===== src/rtl/msg_streamer_pkg.sv =====
// Shared definitions for msg_streamer: FSM state type and the constant message ROM contents.
package msg_streamer_pkg;

    typedef enum logic [1:0] {IDLE, RUN, DONE} state_t;

    localparam int unsigned MSG_CHARS = 14;
    localparam logic [8*MSG_CHARS-1:0] MSG_TEXT = "Soy de Zacapa ";

    // Indices past the stored text repeat it, so any MSG_LEN up to 256 is covered.
    function automatic logic [7:0] msg_char(input int unsigned i);
        int unsigned k;
        k = i % MSG_CHARS;
        return MSG_TEXT[8*(MSG_CHARS-1-k) +: 8];
    endfunction

endpackage


===== src/rtl/msg_rom.sv =====
// Combinational index-to-character lookup for msg_streamer.
module msg_rom
    import msg_streamer_pkg::*;
#(
    parameter int unsigned DATA_W = 8,
    parameter int unsigned AW     = 4
) (
    input  logic [AW-1:0]     idx,
    output logic [DATA_W-1:0] data
);

    always_comb begin
        data = DATA_W'(msg_char(32'(idx)));
    end

endmodule


===== src/rtl/msg_streamer.sv =====
// Rate-divided constant message streamer with start/stop, loop mode, valid strobe and done pulse.
// Define MSG_STREAMER_CKSUM_EN to append an XOR checksum emit after each pass.
module msg_streamer
#(
    parameter int unsigned DATA_W  = 8,
    parameter int unsigned MSG_LEN = 14,
    parameter int unsigned DIV_W   = 8
) (
    input  logic              clk,
    input  logic              rst_n,
    input  logic              ena,
    input  logic              start,
    input  logic              stop,
    input  logic              loop_en,
    input  logic [DIV_W-1:0]  rate,
    output logic [DATA_W-1:0] data_out,
    output logic              data_valid,
    output logic              busy,
    output logic              done
);
    import msg_streamer_pkg::*;

    localparam int unsigned AW = (MSG_LEN > 1) ? $clog2(MSG_LEN) : 1;
    localparam logic [AW-1:0] LAST_IDX = AW'(MSG_LEN - 1);

    state_t            state;
    state_t            state_next;
    logic [AW-1:0]     idx;
    logic [DIV_W-1:0]  div;
    logic [DATA_W-1:0] rom_char;
    logic              emit;
    logic              last_emit;

    msg_rom #(
        .DATA_W(DATA_W),
        .AW    (AW)
    ) u_rom (
        .idx  (idx),
        .data (rom_char)
    );

`ifdef MSG_STREAMER_CKSUM_EN
    logic              cks_pend;
    logic [DATA_W-1:0] cks_acc;
`endif

    always_comb begin
        emit = (state == RUN) && (div == '0);
`ifdef MSG_STREAMER_CKSUM_EN
        last_emit = emit && cks_pend;
`else
        last_emit = emit && (idx == LAST_IDX);
`endif
    end

    always_ff @(posedge clk or negedge rst_n) begin
        if (!rst_n) begin
            state <= IDLE;
        end else begin
            state <= state_next;
        end
    end

    always_comb begin
        state_next = state;
        if (ena) begin
            if (stop) begin
                state_next = IDLE;
            end else begin
                case (state)
                    IDLE:    if (start) state_next = RUN;
                    RUN:     if (last_emit && !loop_en) state_next = DONE;
                    DONE:    state_next = IDLE;
                    default: state_next = IDLE;
                endcase
            end
        end
    end

    always_comb begin
        busy = (state != IDLE);
        done = ena && (state == DONE);
    end

    // Datapath shares the FSM's ena/stop gating; data_valid is the only register cleared while frozen.
    always_ff @(posedge clk or negedge rst_n) begin
        if (!rst_n) begin
            idx        <= '0;
            div        <= '0;
            data_out   <= '0;
            data_valid <= 1'b0;
`ifdef MSG_STREAMER_CKSUM_EN
            cks_pend   <= 1'b0;
            cks_acc    <= '0;
`endif
        end else if (!ena) begin
            data_valid <= 1'b0;
        end else begin
            data_valid <= 1'b0;
            if (stop) begin
                idx <= '0;
                div <= '0;
`ifdef MSG_STREAMER_CKSUM_EN
                cks_pend <= 1'b0;
`endif
            end else if (state == IDLE) begin
                if (start) begin
                    idx <= '0;
                    div <= '0;
`ifdef MSG_STREAMER_CKSUM_EN
                    cks_pend <= 1'b0;
                    cks_acc  <= '0;
`endif
                end
            end else if (state == RUN) begin
                if (!emit) begin
                    div <= div - 1'b1;
                end else begin
                    data_valid <= 1'b1;
                    div        <= rate;
`ifdef MSG_STREAMER_CKSUM_EN
                    if (cks_pend) begin
                        data_out <= cks_acc;
                        cks_pend <= 1'b0;
                        cks_acc  <= '0;
                        idx      <= '0;
                    end else begin
                        data_out <= rom_char;
                        cks_acc  <= cks_acc ^ rom_char;
                        if (idx == LAST_IDX) begin
                            cks_pend <= 1'b1;
                        end else begin
                            idx <= idx + 1'b1;
                        end
                    end
`else
                    data_out <= rom_char;
                    idx      <= (idx == LAST_IDX) ? '0 : idx + 1'b1;
`endif
                end
            end
        end
    end

endmodule


===== config.mk =====
export PLATFORM = sky130hd
export DESIGN_NAME = msg_streamer
export DESIGN_NICKNAME = d
export VERILOG_FILES = /design/src/rtl/msg_streamer_pkg.sv /design/src/rtl/msg_rom.sv /design/src/rtl/msg_streamer.sv
export SDC_FILE = /design/constraint.sdc
export NUM_CORES = 1
export LEC_CHECK = 0
export ABC_AREA = 1
export CORE_MARGIN = 5
export CORE_UTILIZATION = 40
export CTS_BUF_LIST = sky130_fd_sc_hd__clkbuf_8
export DETAILED_ROUTE_END_ITERATION = 12
export PLACE_DENSITY_LB_ADDON = 0.05
export SETUP_SLACK_MARGIN = 0.1
export SYNTH_ARGS = -nofsm -noshare
export SYNTH_HDL_FRONTEND = slang
export SYNTH_SLANG_ARGS = --single-unit

===== constraint.sdc =====
create_clock -name clk -period 3.1 [get_ports clk]
set_clock_uncertainty 0.2 [all_clocks]
set_input_delay 0.775 -clock clk [delete_from_list [all_inputs] [get_ports clk]]
set_output_delay 0.775 -clock clk [all_outputs]
set_load 0.05 [all_outputs]

==> flow_summary_export.csv <==
group,metric,value,unit
status,outcome,"finished, final reports clean",
min_path,min_from,"data_out[5]",
clocking,cts.sinks,22,
placement,post_dp_cell_area,1860,sq um
timing,hold_viol,0,
power,share_comb_of_total_power,62.1,%
timing,setup_viol,0,
setup_path,reg2reg_slack,800,ps
detailed_routing,viasPerCell,4.97,
min_path,holdPathEnd,"data_out[5]",
clocking,cts_buffer_depth,2,
finish,area_delta_synth_final,22.1,%
detailed_routing,avgRoutedWirePerCell,12.2,um
logic_synthesis,yosysUniqueCellTypes,31,
die,io_pins,25,
logic_synthesis,ys_seq_area_share,35.4,%
placement,pre_cts_ws,319,ps
clocking,ctsHoldBuffers,0,
power,power_per_cell_area,944,nW/um^2
timing,fin_tns_setup,0,ps
timing,fmax,0.359,GHz
global_routing,grt_pass1_wl,6200,um
finish,nets,256,
power,pwr-share-seq,28.2,%
detailed_routing,dr.first_iter.drc_count,82,
clocking,clk_pin_slew,80,ps
logic_synthesis,async_reset_ff_share,100,%
global_routing,grt_antenna_before_repair,0,
logic_synthesis,synth_ff_type,"dfrtp_1",
finish,num_antenna_cells,0,
setup_path,r2r_start,"idx[1]",
finish,drive_gt1_share,14.4,%
placement,port_buffers,23,
clocking,cts_max_level,1,
detailed_routing,drtAntennaViolNets,0,
logic_synthesis,avgSynthCellArea,7.40,sq um
logic_synthesis,synth_most_common_cell,"nand2_1",
logic_synthesis,synth_seq_cells,22,
global_routing,use_met1,19.1,%
clocking,post_cts_buffers,0,
clocking,ctsResizeCount,0,
timing,slew_violations,0,
clocking,clk_latency,250,ps
global_routing,first_global_vias,1479,
detailed_routing,drt_first_pass_iters,4,
logic_synthesis,synth.area.top_cells,"dfrtp_1 (35%), nand2_1 (8.9%), nor2_1 (6.8%)",
power,power.leakage,0.000882,uW
power,p_sw,927,uW
global_routing,grt_overflow,0,
setup_path,crit_path_max_fanout,2,
setup_path,cp.required,2120,ps
setup_path,cp-start-kind,"input port",
power,p_sw_share,51.7,%
min_path,min_path_cells,2,
logic_synthesis,yosys_warnings,0,
die,die_area,5230,sq um
detailed_routing,num_vias,1411,
power,vdd.ir_drop.worst,0.383,mV
setup_path,worstSetupPathType,"in -> out",
timing,rsz0062_at_grt,"no",
logic_synthesis,syn_nets,228,
logic_synthesis,yosys.area.top_type,"dfrtp_1",
clocking,cts-root-buf,"clkbuf_8",
die,initial_core_util,41.8,%
finish,fin_area,1900,sq um
die,die-width,72.3,um
setup_path,r2r-end,"data_out[5]",
detailed_routing,routed_wl,3460,um
run,cap_violations,0,
logic_synthesis,ys_top_cells_by_count,"nand2_1 (37), nor2_1 (28), inv_1 (26)",
placement,hpwl,2710,um
setup_path,worstRegToRegCells,13,
logic_synthesis,synth_edf_count,0,
logic_synthesis,syn_area,1550,sq um
logic_synthesis,synth_cells,210,
timing,min_period_over_period,89.8,%
min_path,hold_class,"reg -> reg",
setup_path,arrival,1810,ps
die,dieHeight,72.3,um
global_routing,use_met3,2.22,%
power,clock_power_share,9.7,%
logic_synthesis,synth_top_area_share,35.4,%
global_routing,busiest_layer,"met2",
die,rows,22,
timing,setup_slack,315,ps
clocking,cts_tree,"done",
global_routing,grt_max_degree,23,
global_routing,grt_util_all_layers,14.4,%
die,core_area,3720,sq um
power,p_int,865,uW
setup_path,endpoint_kind,"output port",
clocking,numCtsBuffers,3,
global_routing,grtUsageMet2,23.6,%
detailed_routing,drc,0,
placement,finalWeightedCongestion,0.853,
timing,period_needed,2780,ps
cell type report:
cell class                      count  area (sq um)
Clock buffer                        3          41.3
Timing Repair Buffer               25           255
Multi-Input combinational cell    154           871
Fill cell                         361          1820
Inverter                           32           120
Sequential cell                    22           551
Tap cell                           48          60.1
stage by stage:
stage | instances | total power [uW] | utilization (%) | hold WS (ps)
after CTS | 284 | 1800 | 51.1 | 289
after global routing | 284 | 1950 | 51.1 | 320
final | 284 | 1790 | 51.1 | 283
after global placement | 281 | 1580 | 50.0 | 265
after floorplan | 210 | 1340 | - | 274
after detailed placement | 281 | 1620 | 50.0 | 268
power by group through the flow:
stage	logic, uW	registers [uW]	clock network [uW]
floorplan	692	644	0
global placement	1080	500	0
detailed placement	1110	511	0
CTS	1110	505	181
global route	1230	526	192
finish	1110	506	174
metal layers:
metal	up-vias	wire length [um]	share of wire (%)
met5	-	0	0
met4	0	17	0.49
met3	4	193	5.6
met2	34	1570	45
met1	629	1680	48
li1	744	-	-
registers in the layout, summed over array words and instances, names as in the netlist:
signal      cells
state           2
idx             4
div             8
data_out        7
data_valid      1
how the worst max path moves through the flow:
stage,from,to,slack (ps),depth (start not counted)
after global routing,ena,done,230,4
after global placement,ena,done,340,4
after CTS,ena,done,300,4
final,ena,done,320,4
after floorplan,ena,done,240,2
after detailed placement,ena,done,320,4
worst max-delay path: stages:
cell and delay (ps):
clkdlybuf4s50_1 480, inv_1 80, nor3_1 290, buf_12 190
kinds of logic after synthesis:
logic type | share of synthesized area (%)
buffers and inverters | 8.53
other | 0.241
and+or+nand+nor | 36.6
xor gates and xnor gates | 1.69
AOI/OAI and AO/OA | 14.3
adders and majority gates | 3.22
DFF | 35.4
layout by cell type, fill, tap and decap left out, types with 4 or more instances in the layout:
| cell type | Yosys | layout |
|---|---|---|
| o22ai_1 | 4 | 4 |
| nor2_1 | 28 | 28 |
| inv_2 | 5 | 5 |
| ha_1 | 4 | 4 |
| nand2_1 | 37 | 37 |
| dfrtp_1 | 22 | 22 |
| nand3_1 | 15 | 15 |
| inv_1 | 26 | 26 |
| clkdlybuf4s50_1 | 0 | 22 |
| a21oi_1 | 7 | 7 |
| o21ai_0 | 13 | 13 |
| o21ai_1 | 5 | 5 |
| nand4_1 | 6 | 6 |
| nand3_2 | 5 | 5 |
| nand2_2 | 5 | 5 |
(Power assumes the default switching activity.)
